[config.mk]
export PLATFORM = sky130hd
export DESIGN_NAME = serial_addsub
export DESIGN_NICKNAME = d
export VERILOG_FILES = /design/src/rtl/serial_addsub.sv
export SDC_FILE = /design/constraint.sdc
export NUM_CORES = 1
export LEC_CHECK = 0
export CAP_MARGIN = 20
export CORE_MARGIN = 3
export CORE_UTILIZATION = 56
export CTS_BUF_LIST = sky130_fd_sc_hd__clkbuf_8
export DETAILED_ROUTE_END_ITERATION = 6
export HOLD_SLACK_MARGIN = 0.05
export PLACE_DENSITY = 0.95
export SKIP_LAST_GASP = 1
export SLEW_MARGIN = 0
export SYNTH_ARGS = -nofsm -noshare
export SYNTH_HDL_FRONTEND = slang
export SYNTH_SLANG_ARGS = --single-unit
export TNS_END_PERCENT = 50
[constraint.sdc]
create_clock -name clk -period 4.12 [get_ports clk]
set_input_delay 0.618 -clock clk [delete_from_list [all_inputs] [get_ports clk]]
set_output_delay 0.618 -clock clk [all_outputs]
set_load 0.02 [all_outputs]
[src/rtl/serial_addsub.sv]
// Digit-serial adder/subtractor: WIDTH-bit operands, DIGIT bits per clock, valid/ready on both sides.
// Optional signed saturation of the result when SERIAL_ADDSUB_SATURATE_EN is defined.
module serial_addsub #(
    parameter int WIDTH = 8,
    parameter int DIGIT = 1
) (
    input  logic             clk,
    input  logic             rst_n,
    input  logic             m,
    input  logic [WIDTH-1:0] a,
    input  logic [WIDTH-1:0] b,
    input  logic             in_valid,
    output logic             in_ready,
    output logic [WIDTH-1:0] sum,
    output logic             c_out,
    output logic             v,
    output logic             out_valid,
    input  logic             out_ready
);

    // Handshake: a transfer happens on a rising edge where valid && ready; inputs are ignored otherwise.
    localparam int NDIG = WIDTH / DIGIT;
    localparam int CW   = (NDIG > 1) ? $clog2(NDIG) : 1;
    localparam logic [CW-1:0] LAST = CW'(NDIG - 1);

    typedef enum logic [1:0] {IDLE, RUN, DONE} state_t;
    state_t state, state_nxt;

    logic [WIDTH-1:0] a_sh, b_sh, sum_r, sum_nxt, dsum_w;
    logic             carry, c_out_r, v_r;
    logic [CW-1:0]    cnt;
    logic [DIGIT:0]   dsum;
    logic             cin_msb, v_nxt, last;
`ifdef SERIAL_ADDSUB_SATURATE_EN
    logic             a_msb;
`endif

    // Digit adder; the carry into the top bit of the final digit is the carry into the MSB.
    always_comb begin
        dsum    = {1'b0, a_sh[DIGIT-1:0]} + {1'b0, b_sh[DIGIT-1:0]} + {{DIGIT{1'b0}}, carry};
        cin_msb = a_sh[DIGIT-1] ^ b_sh[DIGIT-1] ^ dsum[DIGIT-1];
        v_nxt   = cin_msb ^ dsum[DIGIT];
        dsum_w  = WIDTH'(dsum[DIGIT-1:0]);
        sum_nxt = (sum_r >> DIGIT) | (dsum_w << (WIDTH - DIGIT));
        last    = (cnt == LAST);
    end

    always_comb begin
        state_nxt = state;
        case (state)
            IDLE:    if (in_valid) state_nxt = RUN;
            RUN:     if (last) state_nxt = DONE;
            DONE:    if (out_ready) state_nxt = IDLE;
            default: state_nxt = IDLE;
        endcase
    end

    always_ff @(posedge clk or negedge rst_n) begin
        if (!rst_n) state <= IDLE;
        else        state <= state_nxt;
    end

    always_ff @(posedge clk or negedge rst_n) begin
        if (!rst_n) begin
            a_sh    <= '0;
            b_sh    <= '0;
            sum_r   <= '0;
            carry   <= 1'b0;
            cnt     <= '0;
            c_out_r <= 1'b0;
            v_r     <= 1'b0;
`ifdef SERIAL_ADDSUB_SATURATE_EN
            a_msb   <= 1'b0;
`endif
        end else begin
            case (state)
                IDLE: if (in_valid) begin
                    a_sh  <= a;
                    b_sh  <= b ^ {WIDTH{m}};
                    carry <= m;
                    cnt   <= '0;
`ifdef SERIAL_ADDSUB_SATURATE_EN
                    a_msb <= a[WIDTH-1];
`endif
                end
                RUN: begin
                    a_sh  <= a_sh >> DIGIT;
                    b_sh  <= b_sh >> DIGIT;
                    carry <= dsum[DIGIT];
                    cnt   <= cnt + 1'b1;
                    sum_r <= sum_nxt;
                    if (last) begin
                        c_out_r <= dsum[DIGIT];
                        v_r     <= v_nxt;
`ifdef SERIAL_ADDSUB_SATURATE_EN
                        if (v_nxt)
                            sum_r <= a_msb ? {1'b1, {(WIDTH-1){1'b0}}} : {1'b0, {(WIDTH-1){1'b1}}};
`endif
                    end
                end
                default: ;
            endcase
        end
    end

    assign in_ready  = (state == IDLE);
    assign out_valid = (state == DONE);
    assign sum       = sum_r;
    assign c_out     = c_out_r;
    assign v         = v_r;

endmodule

* Yosys cells after proc, flatten, opt, wreduce, memory -nomap -nowiden *
Cells that the tools add are included.

storage, ports and cells
  bits in registers = 32
  bits in latches = 0
  memory bits (writable) = 0
  bits in read-only memories = 0
  bits of input ports = 21
  output and inout bits = 12
  word-level logic and storage cells = 39
  memories = 0

cells by class
  $add $sub $neg = 3
  multiply operators = 0
  divide/modulo/power cells = 0
  order comparisons = 0
  equal/unequal tests = 6
  shift-type cells = 0
  muxes and demuxes = 12
  bitwise logic cells = 5
  reductions and logical operators = 5

operators with widths
  cell                                                                     count
  8-bit case mux with 2 select lines                                       2
  8-bit two-way mux                                                        2
  7-bit by 8-bit bitwise OR with 8-bit output                              1
  8-bit XOR                                                                1
  2-bit two-way mux                                                        3
  2-bit case mux with 3 select lines                                       1
  3-bit case mux with 2 select lines                                       1
  2-bit inequality test, second input constant                             2
  2-bit AND reduction                                                      2
  3-bit by 1-bit adder with 3-bit output, second input constant            1
  3-bit == test, second input constant                                     1
  3-bit two-way mux                                                        1
  3-bit AND reduction                                                      1
  1-bit XOR                                                                3
  1-bit by 1-bit adder with 2-bit output                                   1
  2-bit by 1-bit adder with 2-bit output                                   1
  2-bit by 1-bit == test with 1-bit output, second input constant          1
  2-bit == test, second input constant                                     1
  2-bit logical NOT                                                        1
  2-bit by 1-bit inequality test with 1-bit output, second input constant  1
  1-bit case mux with 2 select lines                                       1
  2-bit nonzero test                                                       1
  1-bit two-way mux                                                        1

* Logic depth before layout (Yosys ltp) *
  depth in word-level cells = 4
  gate-level depth with buffers = 5
  depth with buffers taken out = 5

* Worst setup path before layout *
No wires, ideal clock.

  path type = reg2out
  start = reg state[0]
  end = out in_ready
  data arrival time = 1.016 ns
  data required time = 3.502 ns
  setup slack = 2.486 ns
  stages on the path, launching flop included = 4
  path buffers = 2
  cell sequence = dfrtp_1 > buf_6 > buf_6 > nor2_1

on the way
  cells in the longest elaborated chain, start to end = 1

ends and longest elaborated chain
  item                      RTL line  source
  start: declaration        27        state_t state, state_nxt;
  start signal: assignment  60        else state <= state_nxt;
  2-bit logical NOT         106       assign in_ready = (state == IDLE);
  end: declaration          13        output logic in_ready,

Every way passes these cells.

* Worst setup path after layout *
  start = reg state[0]
  end = out out_valid

on the way
  cells in the longest elaborated chain, start to end = 1

ends and longest elaborated chain
  item              RTL line  source
  2-bit == test     107       assign out_valid = (state == DONE);
  end: declaration  17        output logic out_valid,

Every way passes these cells.

==> results.json <==
{
  "grt_pass1_wl_microns": 5100,
  "htree_levels": 2,
  "holdCritPathClass": "flop to flop",
  "avgSynthCellArea_sq_um": 10.0,
  "area_delta_synth_final_pct": 25.7,
  "grt_max_degree": 33,
  "wl_met2_microns": 1540,
  "die_w_microns": 58.1,
  "cap_viol_max_count": 0,
  "clk_pin_slew_ps": 60,
  "synth_edf_count": 0,
  "period_share_pct": 63.7,
  "synth_top_area_share_pct": 52.7,
  "die_height_microns": 58.1,
  "critPathRequiredTime_ps": 3500,
  "cts_root_buf": "clkbuf_8",
  "synth_top_cell_by_area": "dfrtp_1",
  "core_area_sq_mm": 0.00252,
  "final-setup-viol-count": 0,
  "top_layer": "met4",
  "wl_met3_microns": 160,
  "relSlewSlack_pct": 41.2,
  "synthesis.area_sq_mm": 0.00152,
  "drtIter0Drc": 41,
  "critPathMaxFanout": 26,
  "ir_drop_uv": 432,
  "portBuffers": 32,
  "finalHoldViolations": 0,
  "final_area_sq_mm": 0.00191,
  "num-fill-cells": 179,
  "drive_above_1_share_pct": 6.01,
  "cp.arrival_ps": 2010,
  "total_power_mw": 1.29,
  "place_area_sq_mm": 0.00183,
  "start_util_pct": 60.3,
  "cts_tree": "done",
  "cts_max_path_buffers": 2,
  "yosysMostFrequentCell": "nand2_1",
  "clk_latency_ps": 280,
  "yosysUniqueCellTypes": 26,
  "overflow": 0,
  "drc": 0,
  "wirelength_microns": 3030,
  "synth_ff_type": "dfrtp_1",
  "synthTopCellsByCount": "nand2_1, dfrtp_1, o21ai_0",
  "period_minus_slack_ps": 2620,
  "first_pass_iters": 4,
  "dp.cells": 206,
  "tns_ps": 0,
  "syn_inst": 152,
  "nets": 207,
  "cts_sinks": 32,
  "cts_hold_buffers": 0,
  "wl_per_cell_microns": 14.2,
  "p_per_area_mw_per_mm2": 677,
  "rsz0062_at_grt": "false",
  "crit_path_end_kind": "output port",
  "grt_pass1_vias": 1192,
  "dpl.hpwl_microns": 2170,
  "ys_seq_area_share_pct": 52.7,
  "fin_cells": 213,
  "cts_buffers": 5,
  "synthArstFlopShare_pct": 100,
  "grtUsageTotal_pct": 20.3,
  "max_clock_freq_mhz": 381,
  "cts_setup_buffers": 0,
  "vias": 1203,
  "p_leak_nw": 0.882,
  "die_area_sq_mm": 0.00338,
  "ctsResizeCount": 0,
  "ant_nets": 0,
  "ys_seq_elements": 32,
  "outcome": "completed",
  "fp-row-count": 18,
  "via_per_inst": 5.65,
  "path_class": "flop to output port",
  "maxSlewViolCount": 0,
  "syn-num-nets": 176,
  "yosys_warnings": 0,
  "synthTopCellsByArea": "dfrtp_1, nand2_1, a22oi_1",
  "antenna_found_initial": 0,
  "start_kind": "flop",
  "io_pins": 33,
  "num_antenna_cells": 0,
  "fin_worst_skew_ps": 4.64,
  "place_congestion": 0.785,
  "worstMarginPinSlew_ps": 882,
  "wl_met1_microns": 1240
}
[layout make-up]
type | count | area [sq um] | area share, %
clock buffers | 5 | 68.8 | 3.60
clock inverters | 2 | 8.76 | 0.458
inverters | 1 | 3.75 | 0.196
multi-input cells | 109 | 652 | 34.1
flip-flops and latches | 32 | 801 | 41.9
well taps | 30 | 37.5 | 1.96
repair buffers | 34 | 339 | 17.7
[stage by stage]
| stage | setup WS (ps) | util, % | hold WS (ps) |
|---|---|---|---|
| 2_1_floorplan | 2490 | - | 322 |
| 3_3_place_gp | 1680 | 72.2 | 459 |
| 3_5_place_dp | 1810 | 72.7 | 474 |
| 4_1_cts | 1500 | 75.7 | 489 |
| 5_1_grt | 1400 | 75.7 | 505 |
| 6_report | 1500 | 75.7 | 486 |
[registers in the layout, summed over array words and instances (netlist names)]
register and count:
state 2, b_sh 8, cnt 3, carry 1, c_out 1, sum 8, v 1, a_sh 8
[path summary, 6_finish.rpt]
kind,slack (ps),depth (start not counted),endpoint,start
max reg2reg,2170,3,cnt[1]$_DFFE_PN0P_,state[0]$_DFFE_PN0P_
max in group asynchronous,3110,2,sum[4]$_DFFE_PN0P_,rst_n
max,1500,2,out_valid,state[0]$_DFFE_PN0P_
min,490,2,sum[0]$_DFFE_PN0P_,sum[0]$_DFFE_PN0P_
min reg2reg,490,2,sum[0]$_DFFE_PN0P_,sum[0]$_DFFE_PN0P_
min in group asynchronous,720,2,sum[5]$_DFFE_PN0P_,rst_n
[per-layer routing]
layer	global-route usage, %	up-vias
li1	-	573
met1	22.5	577
met2	35.5	44
met3	4.23	9
met4	12.3	0
met5	0	-
[report_power, final]
part | internal, mW | leakage, nW | switching, mW
Combinational | 0.259 | 0.422 | 0.262
Sequential | 0.440 | 0.414 | 0.118
Clock | 0.112 | 0.0452 | 0.104
[cell families after synthesis]
| kind of cell | after synthesis | synth area share, % |
|---|---|---|
| AO/OA/AOI/OAI | 39 | 15.9 |
| XOR/XNOR | 11 | 6.34 |
| adder cells (fa/ha/maj) | 3 | 2.96 |
| buffers and inverters | 11 | 4.44 |
| flip-flops | 32 | 52.7 |
| multiplexers | 1 | 0.987 |
| AND/OR/NAND/NOR | 55 | 16.7 |
[placed cells by master (no fill, tap or decap), drive strengths merged, types with 2 or more instances in the layout]
cell           netlist  routed
a21oi                3       3
a22o                 2       2
a22oi               13      13
and3b                2       2
buf                  9       2
clkbuf               1       5
clkdlybuf4s50        0      32
dfrtp               32      32
ha                   2       2
inv                  1       2
nand2               46      46
nand2b               2       2
nor2b                2       2
o21ai               19      19
xnor2                3       3
xor2                 8       8
[worst max-delay path, stage by stage (launching register included)]
cell	delay [ps]
dfrtp_1	920
and2b_1	280
clkdlybuf4s50_1	530
Note: power is estimated with default switching activity, not from simulation.
